[config.mk]
export PLATFORM = sky130hd
export DESIGN_NAME = keypad_scanner
export DESIGN_NICKNAME = d
export VERILOG_FILES = /design/src/rtl/keypad_pkg.sv /design/src/rtl/sync_2ff.sv /design/src/rtl/keypad_scanner.sv
export SDC_FILE = /design/constraint.sdc
export NUM_CORES = 1
export LEC_CHECK = 0
export ABC_CLOCK_PERIOD_IN_PS = 4550
export CAP_MARGIN = 30
export CORE_MARGIN = 2
export CORE_UTILIZATION = 60
export CTS_BUF_LIST = sky130_fd_sc_hd__clkbuf_4 sky130_fd_sc_hd__clkbuf_8 sky130_fd_sc_hd__clkbuf_16
export DETAILED_ROUTE_END_ITERATION = 16
export GPL_TIMING_DRIVEN = 0
export MAX_ROUTING_LAYER = met4
export PLACE_DENSITY_LB_ADDON = 0.08
export SETUP_SLACK_MARGIN = 0.15
export SLEW_MARGIN = 20
export SYNTH_ARGS = -nofsm -noshare
export SYNTH_HDL_FRONTEND = slang
export SYNTH_SLANG_ARGS = --single-unit
[constraint.sdc]
create_clock -name Clk -period 4.55 [get_ports Clk]
set_clock_uncertainty 0.05 [all_clocks]
set_input_delay 1.365 -clock Clk [delete_from_list [all_inputs] [get_ports Clk]]
set_output_delay 1.365 -clock Clk [all_outputs]
set_load 0.02 [all_outputs]
[src/rtl/keypad_pkg.sv]
// Shared types and constants for the 4x4 keypad scanner.
package keypad_pkg;

  localparam int unsigned ROW_W  = 4;
  localparam int unsigned COL_W  = 4;
  localparam int unsigned CODE_W = 4;

  typedef enum logic [1:0] {
    ST_IDLE,
    ST_DEBOUNCE,
    ST_HELD,
    ST_RELEASE
  } kp_state_e;

  typedef enum logic [1:0] {
    SCAN_NONE,
    SCAN_SINGLE,
    SCAN_MULTI
  } scan_kind_e;

  typedef struct packed {
    scan_kind_e          kind;
    logic [CODE_W-1:0]   code;
  } scan_res_t;

  localparam logic [COL_W-1:0] COL_PAT_0 = 4'b1110;
  localparam logic [COL_W-1:0] COL_PAT_1 = 4'b1101;
  localparam logic [COL_W-1:0] COL_PAT_2 = 4'b1011;
  localparam logic [COL_W-1:0] COL_PAT_3 = 4'b0111;

  // Active-low drive pattern for a column index.
  function automatic logic [COL_W-1:0] col_pattern(input logic [1:0] idx);
    case (idx)
      2'd0:    return COL_PAT_0;
      2'd1:    return COL_PAT_1;
      2'd2:    return COL_PAT_2;
      default: return COL_PAT_3;
    endcase
  endfunction

endpackage

[src/rtl/sync_2ff.sv]
// Two-flop synchronizer; resets to all ones (idle pulled-up rows).
module sync_2ff #(
  parameter int unsigned WIDTH = 4
) (
  input  logic             Clk,
  input  logic             reset,
  input  logic [WIDTH-1:0] d,
  output logic [WIDTH-1:0] q
);

  logic [WIDTH-1:0] meta;

  always_ff @(posedge Clk or negedge reset) begin
    if (!reset) begin
      meta <= '1;
      q    <= '1;
    end else begin
      meta <= d;
      q    <= meta;
    end
  end

endmodule

[src/rtl/keypad_scanner.sv]
// 4x4 matrix keypad scanner: column strobe, per-scan classification and
// press/release debounce producing a one-cycle key_valid pulse.
module keypad_scanner
  import keypad_pkg::*;
#(
  parameter int unsigned SCAN_DIV       = 12000,
  parameter int unsigned DEBOUNCE_SCANS = 4
) (
  input  logic              Clk,
  input  logic              reset,
  input  logic [ROW_W-1:0]  IO_P4_ROW,
  output logic [COL_W-1:0]  IO_P4_COL,
  output logic [CODE_W-1:0] key_code,
  output logic              key_valid,
  output logic              key_down
);

  localparam int unsigned SLOT_W = 16;
  localparam int unsigned CNT_W  = 4;
  localparam logic [SLOT_W-1:0] SLOT_LAST = SLOT_W'(SCAN_DIV - 1);
  localparam logic [CNT_W-1:0]  DB_TARGET = CNT_W'(DEBOUNCE_SCANS);

  logic [ROW_W-1:0]  row_s;
  logic [SLOT_W-1:0] slot_cnt;
  logic [1:0]        col_idx;
  logic [1:0]        acc_cnt;
  logic [CODE_W-1:0] acc_code;
  logic              scan_done;
  scan_res_t         scan_res;

  sync_2ff #(.WIDTH(ROW_W)) u_row_sync (
    .Clk   (Clk),
    .reset (reset),
    .d     (IO_P4_ROW),
    .q     (row_s)
  );

  // Classify the current column's rows and fold them into the scan tally.
  logic              slot_end_c;
  logic [2:0]        low_cnt_c;
  logic [1:0]        low_row_c;
  logic [2:0]        total_c;
  logic [1:0]        acc_cnt_c;
  logic [CODE_W-1:0] acc_code_c;

  always_comb begin
    slot_end_c = (slot_cnt == SLOT_LAST);
    low_cnt_c  = '0;
    low_row_c  = '0;
    for (int r = 0; r < ROW_W; r++) begin
      if (!row_s[2'(r)]) begin
        low_cnt_c = low_cnt_c + 3'd1;
        low_row_c = 2'(r);
      end
    end
    total_c    = {1'b0, acc_cnt} + low_cnt_c;
    acc_cnt_c  = (total_c >= 3'd2) ? 2'd2 : total_c[1:0];
    acc_code_c = (low_cnt_c == 3'd1) ? {low_row_c, col_idx} : acc_code;
  end

  // Column strobe, row sampling on the last cycle of each slot.
  always_ff @(posedge Clk or negedge reset) begin
    if (!reset) begin
      slot_cnt  <= '0;
      col_idx   <= '0;
      IO_P4_COL <= COL_PAT_0;
      acc_cnt   <= '0;
      acc_code  <= '0;
      scan_done <= 1'b0;
      scan_res  <= '{kind: SCAN_NONE, code: '0};
    end else begin
      scan_done <= 1'b0;
      if (slot_end_c) begin
        slot_cnt  <= '0;
        col_idx   <= col_idx + 2'd1;
        IO_P4_COL <= col_pattern(col_idx + 2'd1);
        if (col_idx == 2'd3) begin
          acc_cnt       <= '0;
          acc_code      <= '0;
          scan_done     <= 1'b1;
          scan_res.code <= acc_code_c;
          case (acc_cnt_c)
            2'd0:    scan_res.kind <= SCAN_NONE;
            2'd1:    scan_res.kind <= SCAN_SINGLE;
            default: scan_res.kind <= SCAN_MULTI;
          endcase
        end else begin
          acc_cnt  <= acc_cnt_c;
          acc_code <= acc_code_c;
        end
      end else begin
        slot_cnt <= slot_cnt + SLOT_W'(1);
      end
    end
  end

  kp_state_e         state, state_d;
  logic [CODE_W-1:0] cand, cand_d;
  logic [CNT_W-1:0]  db_cnt, cnt_d;
  logic [CODE_W-1:0] code_d;
  logic              valid_d;
  logic              down_d;

  always_ff @(posedge Clk or negedge reset) begin
    if (!reset) begin
      state     <= ST_IDLE;
      cand      <= '0;
      db_cnt    <= '0;
      key_code  <= '0;
      key_valid <= 1'b0;
      key_down  <= 1'b0;
    end else begin
      state     <= state_d;
      cand      <= cand_d;
      db_cnt    <= cnt_d;
      key_code  <= code_d;
      key_valid <= valid_d;
      key_down  <= down_d;
    end
  end

  // Debounce FSM, advanced once per completed scan; MULTI counts as NONE.
  logic             single_c;
  logic [CNT_W-1:0] cnt_inc_c;

  always_comb begin
    state_d   = state;
    cand_d    = cand;
    cnt_d     = db_cnt;
    code_d    = key_code;
    valid_d   = 1'b0;
    single_c  = (scan_res.kind == SCAN_SINGLE);
    cnt_inc_c = db_cnt + CNT_W'(1);
    if (scan_done) begin
      case (state)
        ST_IDLE: begin
          if (single_c) begin
            cand_d = scan_res.code;
            if (DB_TARGET == CNT_W'(1)) begin
              state_d = ST_HELD;
              code_d  = scan_res.code;
              valid_d = 1'b1;
              cnt_d   = '0;
            end else begin
              state_d = ST_DEBOUNCE;
              cnt_d   = CNT_W'(1);
            end
          end
        end
        ST_DEBOUNCE: begin
          if (!single_c) begin
            state_d = ST_IDLE;
            cnt_d   = '0;
          end else if (scan_res.code == cand) begin
            if (cnt_inc_c >= DB_TARGET) begin
              state_d = ST_HELD;
              code_d  = cand;
              valid_d = 1'b1;
              cnt_d   = '0;
            end else begin
              cnt_d = cnt_inc_c;
            end
          end else begin
            cand_d = scan_res.code;
            cnt_d  = CNT_W'(1);
          end
        end
        ST_HELD: begin
          if (!single_c) begin
            if (DB_TARGET == CNT_W'(1)) begin
              state_d = ST_IDLE;
              cnt_d   = '0;
            end else begin
              state_d = ST_RELEASE;
              cnt_d   = CNT_W'(1);
            end
          end
        end
        ST_RELEASE: begin
          if (!single_c) begin
            if (cnt_inc_c >= DB_TARGET) begin
              state_d = ST_IDLE;
              cnt_d   = '0;
            end else begin
              cnt_d = cnt_inc_c;
            end
          end else if (scan_res.code == key_code) begin
            state_d = ST_HELD;
            cnt_d   = '0;
          end else begin
            cnt_d = '0;
          end
        end
        default: begin
          state_d = ST_IDLE;
          cnt_d   = '0;
        end
      endcase
    end
    down_d = (state_d == ST_HELD) || (state_d == ST_RELEASE);
  end

endmodule
### Word level (Yosys, flattened, before mapping)

Cells that the tools add are included.

* bits of input ports: 6
* word-level logic and storage cells: 88
* register bits: 55

* equal/unequal tests: 18
* order comparisons: 2
* add/subtract/negate cells: 5
* reduce and logical (&&, ||, !) cells: 9
* muxes and demuxes: 38

Operators by type and width (count)
* 4-bit 2-to-1 mux: 11
* 2-bit 2-to-1 mux: 11
* 16-bit by 1-bit adder with 16-bit output (second input constant): 1
* 16-bit by 14-bit == test with 1-bit output (second input constant): 1
* 16-bit 2-to-1 mux: 1
* 4-bit case mux with 4 select lines: 1
* 2-bit == test (second input constant): 6
* 4-bit case mux with 3 select lines: 1
* 5-bit AND reduction: 2
* 1-bit 2-to-1 mux: 9
* 2-bit by 1-bit == test with 1-bit output (second input constant): 4
* 4-bit == test: 2
* 2-bit != test (second input constant): 4
* 2-bit case mux with 4 select lines: 1
* 4-bit case mux with 2 select lines: 1
* 2-bit logical NOT: 3
* 4-bit by 1-bit adder with 4-bit output (second input constant): 1
* 4-bit by 3-bit >= comparator with 1-bit output (second input constant): 1
* 2-bit case mux with 2 select lines: 1
* 2-bit by 3-bit adder with 3-bit output: 1
* 3-bit by 1-bit adder with 3-bit output (second input constant): 1
* 3-bit by 1-bit == test with 1-bit output (second input constant): 1
* 3-bit by 2-bit >= comparator with 1-bit output (second input constant): 1
* 3-bit 2-to-1 mux: 1
* other kinds (5): 5

### Longest topological paths before layout

Gate-level depths: netlist of the first run.

* word-level depth: 9
* depth in mapped cells: 8
* depth with buffers taken out: 8

### Modules after synthesis

A second synthesis of the first run with hierarchy kept.

* cell total of the unflattened synthesis: 236
* area total of the unflattened synthesis: 2692.6 µm²

Modules (own cells, without submodules)
* keypad_scanner: cells each 228, times used 1, area each 2482.4 µm²
* sync_2ff: cells each 8, times used 1, area each 210.2 µm²

### Least setup slack after synthesis of the first run

OpenSTA, ideal clock, no wires.

* kind: flip-flop to flip-flop
* from: reg slot_cnt[12]
* to: reg scan_res[3] (netlist name)
* buffers on the path: 1
* slack: 2.339 ns
* library setup time: 0.125 ns
* arrival: 2.036 ns
* stages on the path, launching flop included: 6
* path through: dfrtp_1 > or4b_1 > or4_1 > or2_1 > buf_6 > mux2_4

* cells in the longest elaborated chain, start to end: 2

Ends and longest elaborated chain
* start, declared: RTL line keypad_scanner.sv:24 `logic [SLOT_W-1:0] slot_cnt;`
* start signal, assigned: RTL line keypad_scanner.sv:92 `slot_cnt <= slot_cnt + SLOT_W'(1);`
* 16-bit by 14-bit == test with 1-bit output: RTL line keypad_scanner.sv:47 `slot_end_c = (slot_cnt == SLOT_LAST);`
* 2-bit AND reduction (no source line)
* end signal, assigned: RTL line keypad_scanner.sv:70 `scan_res <= '{kind: SCAN_NONE, code: '0};`
* end, declared: RTL line keypad_scanner.sv:29 `scan_res_t scan_res;`

No other way between the ends.
A chain may end at the register's enable or synchronous reset.

### Final worst setup path of the first run

* from: reg IO_P4_COL[3]
* to: out IO_P4_COL[3]

RTL lines
* start, declared: RTL line keypad_scanner.sv:12 `output logic [COL_W-1:0] IO_P4_COL,`
* start signal, assigned: RTL line keypad_scanner.sv:76 `IO_P4_COL <= col_pattern(col_idx + 2'd1);`

No word-level cell between the ends.

==> results of run 1 <==
## power groups by stage
stage	clock network, mW	logic (mW)	registers [mW]
6_report	0.257	0.0190	0.492
5_1_grt	0.283	0.0226	0.492
4_1_cts	0.268	0.0199	0.492
3_5_place_dp	0	0.0198	0.502
3_3_place_gp	0	0.0196	0.502
2_1_floorplan	0	0.00619	0.502
## area by class of cell
type	instances	area [µm²]
clock buffer	5	68.8
buffer	5	26.3
timing repair buffer	13	128
fill	323	1220
clock inverter	3	15.0
multi-input combinational	160	1130
tap	50	62.6
inverter	12	45.0
sequential	55	1390
## flip-flops by register name, summed over array words and instances, names as in the netlist
| name | cells |
|---|---|
| IO_P4_COL | 4 |
| col_idx | 2 |
| db_cnt | 4 |
| acc_code | 4 |
| u_row_sync.meta | 2 |
| key_down | 1 |
| scan_res | 6 |
| u_row_sync.q | 2 |
| cand | 4 |
| key_code | 4 |
| slot_cnt | 16 |
| scan_done | 1 |
| key_valid | 1 |
| state | 2 |
| acc_cnt | 2 |
## final timing paths
kind,startpoint,end,slack (ps),cells past startpoint
hold reg to reg,u_row_sync.meta[0],u_row_sync.q[0],310,0
setup reg to reg,slot_cnt[12],col_idx[1],2190,5
min in group asynchronous,reset,key_code[3],1020,1
setup / recovery,IO_P4_COL[3],IO_P4_COL[3],1680,1
hold / removal,u_row_sync.meta[0],u_row_sync.q[0],310,0
max in group asynchronous,reset,slot_cnt[10],2970,1
## cells by family after synthesis
group | count (synthesis) | share of synthesized area, %
AO/OA/AOI/OAI | 40 | 9.91
XOR/XNOR | 21 | 7.10
adder cells (fa/ha/maj) | 10 | 5.12
buffers and inverters | 17 | 2.75
flip-flops | 55 | 53.5
multiplexers | 11 | 4.83
AND/OR/NAND/NOR | 78 | 16.8
## layer usage
layer | global-route usage, % | share of wire, %
met4 | 6.84 | 1.3
met3 | 4.51 | 3.6
met2 | 31.6 | 46
met1 | 26.2 | 49
met5 | - | 0
## layout by cell type, fill, tap and decap left out, types with 6 or more instances in the layout
cell	synthesis	routed
nand2_1	15	15
o21ai_0	15	15
nor3_1	6	6
dfrtp_1	48	48
ha_1	9	9
nand4_1	9	9
mux2_2	8	8
inv_1	12	12
clkdlybuf4s50_1	0	12
xnor2_1	16	16
dfstp_2	7	7
nor2_1	15	15
## per-stage QoR
| step | setup slack (ps) | instance area, µm² | hold slack, ps |
|---|---|---|---|
| 2_1_floorplan | 2340 | 2590 | 295 |
| 3_3_place_gp | 459 | 2780 | 296 |
| 3_5_place_dp | 2010 | 2780 | 298 |
| 4_1_cts | 1660 | 2860 | 311 |
| 5_1_grt | 1640 | 2860 | 316 |
| 6_report | 1680 | 2860 | 309 |
==> impl_metrics.toml, run 1 <==
[setup_path]
crit_buf_inv = 1
critPathMaxFanout = 2
critPathKind = "flip-flop to output port"
cp.required_ps = 3130
cp_cell_sequence = "clkdlybuf4s50_1"
cp-end-kind = "output port"
slowest_delay_ps = 610
worst_setup_path_start_kind = "flip-flop"
path_delay_family = "buffers and inverters"
critPathArrivalTime_ps = 1450
critPathSlowestCell = "clkdlybuf4s50_1"

[status]
outcome = "complete, no violations"

[timing]
fin_crit_sh_pct = 63.1
hold_violations = 0
rsz0062_at_grt = "no"
clock.fmax_mhz = 349
slew_headroom_pct = 52.8
period_needed_ps = 2870
tns_ps = 0
slew_viol_final = 0
worst_slew_pin_slew_ps = 706
setup_viol = 0

[placed_design]
gp_congestion = 0.784
place_inst = 295
hpwl_um = 2930
io_buffer_count = 13

[routing]
dr.first_iter.drc_count = 74
routedWlPerCell_um = 14.0
antenna_left = 0
via_per_inst = 5.62
drtPass1Iterations = 4
vias = 1702
drc_errors = 0
wl_um = 4240

[grt]
grt_pass1_vias = 1669
grt_pass1_wl_um = 7680
antenna_found_initial = 0
grt_max_degree = 56
grt_overflow = 0
grt_usage_pct = 20.2

[floorplan]
die_h_um = 69.7
placementRows = 23
core_area_um2 = 4090
start_util_pct = 63.3
pin_count = 16
dieArea_um2 = 4860
chipWidth_um = 69.7

[final_layout]
final_cells = 303
syn2layout_area_growth_pct = 10.6
nets = 268
final_util_pct = 70.1
antenna_cells = 0
drive_gt1_share_pct = 12.6

[yosys]
synthArstFlopShare_pct = 100
yosysTopAreaCellShare_pct = 46.4
ys_seq_elements = 55
synth.top_cells.by_area = "dfrtp_1, dfstp_2, xnor2_1"
synth.cell_area_um2 = 2590
synthCells = 232
synth-edff-count = 0
synth_cell_type_count = 50
synth_seq_area_share_pct = 53.5
synth_ff_type = "dfrtp_1"
yosys.area.top_type = "dfrtp_1"
synth_top_cells_by_count = "dfrtp_1, xnor2_1, nand2_1, nor2_1, o21ai_0"
avgSynthCellArea_um2 = 11.2
yosys_warnings = 0
yosysMostFrequentCell = "dfrtp_1"
syn_nets = 248

[clock_network]
clkTransAtPathRegs_ps = 90
cts_tree = "done"
root_buffer = "clkbuf_8"
numCtsBuffers = 5
clockBufferDepth = 2
htreeDepth = 2
cts_sinks = 55
ctsHoldBuffers = 0
worstSkewPairLatency_ps = 310
post_cts_resized = 0
post_cts_buffers = 0

[power_and_ir_drop]
p_clk_share_pct = 33.4
power_density_nw_per_um2 = 268
internal-power_mw = 0.602
combPwrFrac_pct = 2.5
p_seq_share_pct = 64.1
sw_frac_of_total_pct = 21.6
finalPower_mw = 0.768
p_switching_mw = 0.166
power.leakage_nw = 1.28
vdd_drop_max_mv = 0.236

[job]
cap_violations = 0

[hold_path]
min_path_type = "flip-flop to flip-flop"
No activity file was read; power rests on OpenSTA's default activity.
==> inputs of run 2 (changes only) <==
- ABC_CLOCK_PERIOD_IN_PS: 4550 -> 2500
- CORE_UTILIZATION: 60 -> 53
- clock period: 4.55 -> 2.5 ns (I/O delays scaled with it)
==> run 2 against run 1 <==
Sequential power up 82%. Final area up 2.7%. Register-to-register slack worse by 2000 ps. Sequential cell count unchanged. Hold slack better by 0.51 ps. Global-route usage down 1.5 points.
==> impl_metrics.toml, run 2 (synthesis results as in run 1) <==
[routing]
wl_um = 4340
routedWlPerCell_um = 13.4
vias = 1741
antenna_left = 0
dr.first_iter.drc_count = 53
drtPass1Iterations = 4
via_per_inst = 5.39
drc_errors = 0

[power_and_ir_drop]
vdd_drop_max_mv = 0.408
power.leakage_nw = 1.33
power_density_nw_per_um2 = 497

[grt]
antenna_found_initial = 0
grt_usage_pct = 18.7
grt_pass1_vias = 1707
grt_pass1_wl_um = 7670
grt_overflow = 0
grt_max_degree = 56

[setup_path]
cp_num_cells = 5
cp.required_ps = 2640
cp_cell_sequence = "or4b_1 > or4_1 > or2_1 > buf_6 > mux2_4"
path_delay_family = "simple AND/OR/NAND/NOR gates"
critPathMaxFanout = 6
slowest_delay_ps = 530
reg2reg_depth = 5
critPathKind = "flip-flop to flip-flop"
worst_setup_path_start_kind = "flip-flop"
crit_buf_inv = 1
critPathSlowestCell = "or4b_1"
cp-end-kind = "flip-flop"
critPathArrivalTime_ps = 2470

[final_layout]
final_cell_mix = "dfrtp_1, xnor2_1, nand2_1, o21ai_0, nor2_1"
antenna_cells = 0
multi_input_comb_area_um2 = 1140
syn2layout_area_growth_pct = 13.5
regArea_um2 = 1390
reg.largest.list = "slot_cnt x16, scan_res x6"
final_common_cell = "dfrtp_1"
nFillCells = 394
nets = 271
drive_gt1_share_pct = 14.5
regMostFlops = "slot_cnt"
final_cell_area_um2 = 2940
largest_reg_flops = 16

[clock_network]
root_buffer = "clkbuf_8"
clkTransAtPathRegs_ps = 90
ctsHoldBuffers = 0
htreeDepth = 2
numCtsBuffers = 5
cts_sinks = 55
cts_tree = "done"
worstSkewPairLatency_ps = 300
clockBufferDepth = 2

[placed_design]
gp_congestion = 0.809
place_area_um2 = 2800
io_buffer_count = 13
hpwl_um = 2940

[timing]
rsz0062_at_grt = "yes"
hold_slack_ps = 310
setup_viol = 0
clock.fmax_mhz = 429
slew_headroom_pct = 55.4
tns_ps = 0
slew_viol_final = 0
worst_slew_pin_slew_ps = 668
fin_crit_sh_pct = 93.3
period_needed_ps = 2330
hold_violations = 0

[hold_path]
holdPathStages = 0
min_path_type = "flip-flop to flip-flop"

[floorplan]
dieArea_um2 = 5460
placementRows = 25
die_h_um = 73.9
chipWidth_um = 73.9
pin_count = 16
core_area_um2 = 4720
start_util_pct = 54.8

[job]
cap_violations = 0

[status]
outcome = "complete, no violations"
## run 2: layer usage
metal / vias up / wire length, µm / global-route usage (%)
li1: 858 / - / -
met1: 856 / 2140 / 24.2
met2: 23 / 2060 / 30.0
met3: 4 / 110 / 4.12
met4: 0 / 31 / 4.85
met5: - / 0 / -
## run 2: final timing paths
check                           slack (ps)              end                from
worst min-delay path                   310  u_row_sync.q[1]  u_row_sync.meta[1]
worst max register to register         170      scan_res[3]        slot_cnt[12]
worst max-delay path                   170      scan_res[3]        slot_cnt[12]
max in group asynchronous             1530        db_cnt[1]               reset
worst min register to register         310  u_row_sync.q[1]  u_row_sync.meta[1]
min in group asynchronous              440        key_valid               reset
## run 2: timing repair
item,CTS,global route
resized for setup,1,3
endpoints found under the setup margin,3,8
pin swaps,0,0
setup buffers,0,3
cloned,0,0
## run 2: area by class of cell
class / count / area share, %
Multi-Input combinational cell: 160 / 38.9
Inverter: 12 / 1.53
Timing Repair Buffer: 16 / 5.11
Sequential cell: 55 / 47.1
Clock buffer: 8 / 3.53
Tap cell: 67 / 2.85
Buffer: 5 / 0.937
## run 2: power by group
| group | internal (mW) | switching, mW |
|---|---|---|
| Clock | 0.264 | 0.266 |
| Combinational | 0.00850 | 0.0268 |
| Sequential | 0.895 | 0.000855 |
| Total | 1.17 | 0.293 |
## run 2: worst reg2reg max path, delay by kind of cell, from the launching register on
family | cells | cell delay (ps)
and+or+nand+nor | 3 | 1310
DFF | 1 | 450
muxes | 1 | 290
buffers and inverters | 1 | 140
## run 2: through the flow
step / utilization (%) / setup WS [ps] / total power [mW] / std cells
floorplan: - / 289 / 0.924 / 232
global placement: 59.3 / -1020 / 0.949 / 312
detailed placement: 59.3 / 123 / 0.949 / 312
CTS: 61.7 / 155 / 1.49 / 320
global route: 62.2 / 82.3 / 1.53 / 323
finish: 62.2 / 167 / 1.46 / 323
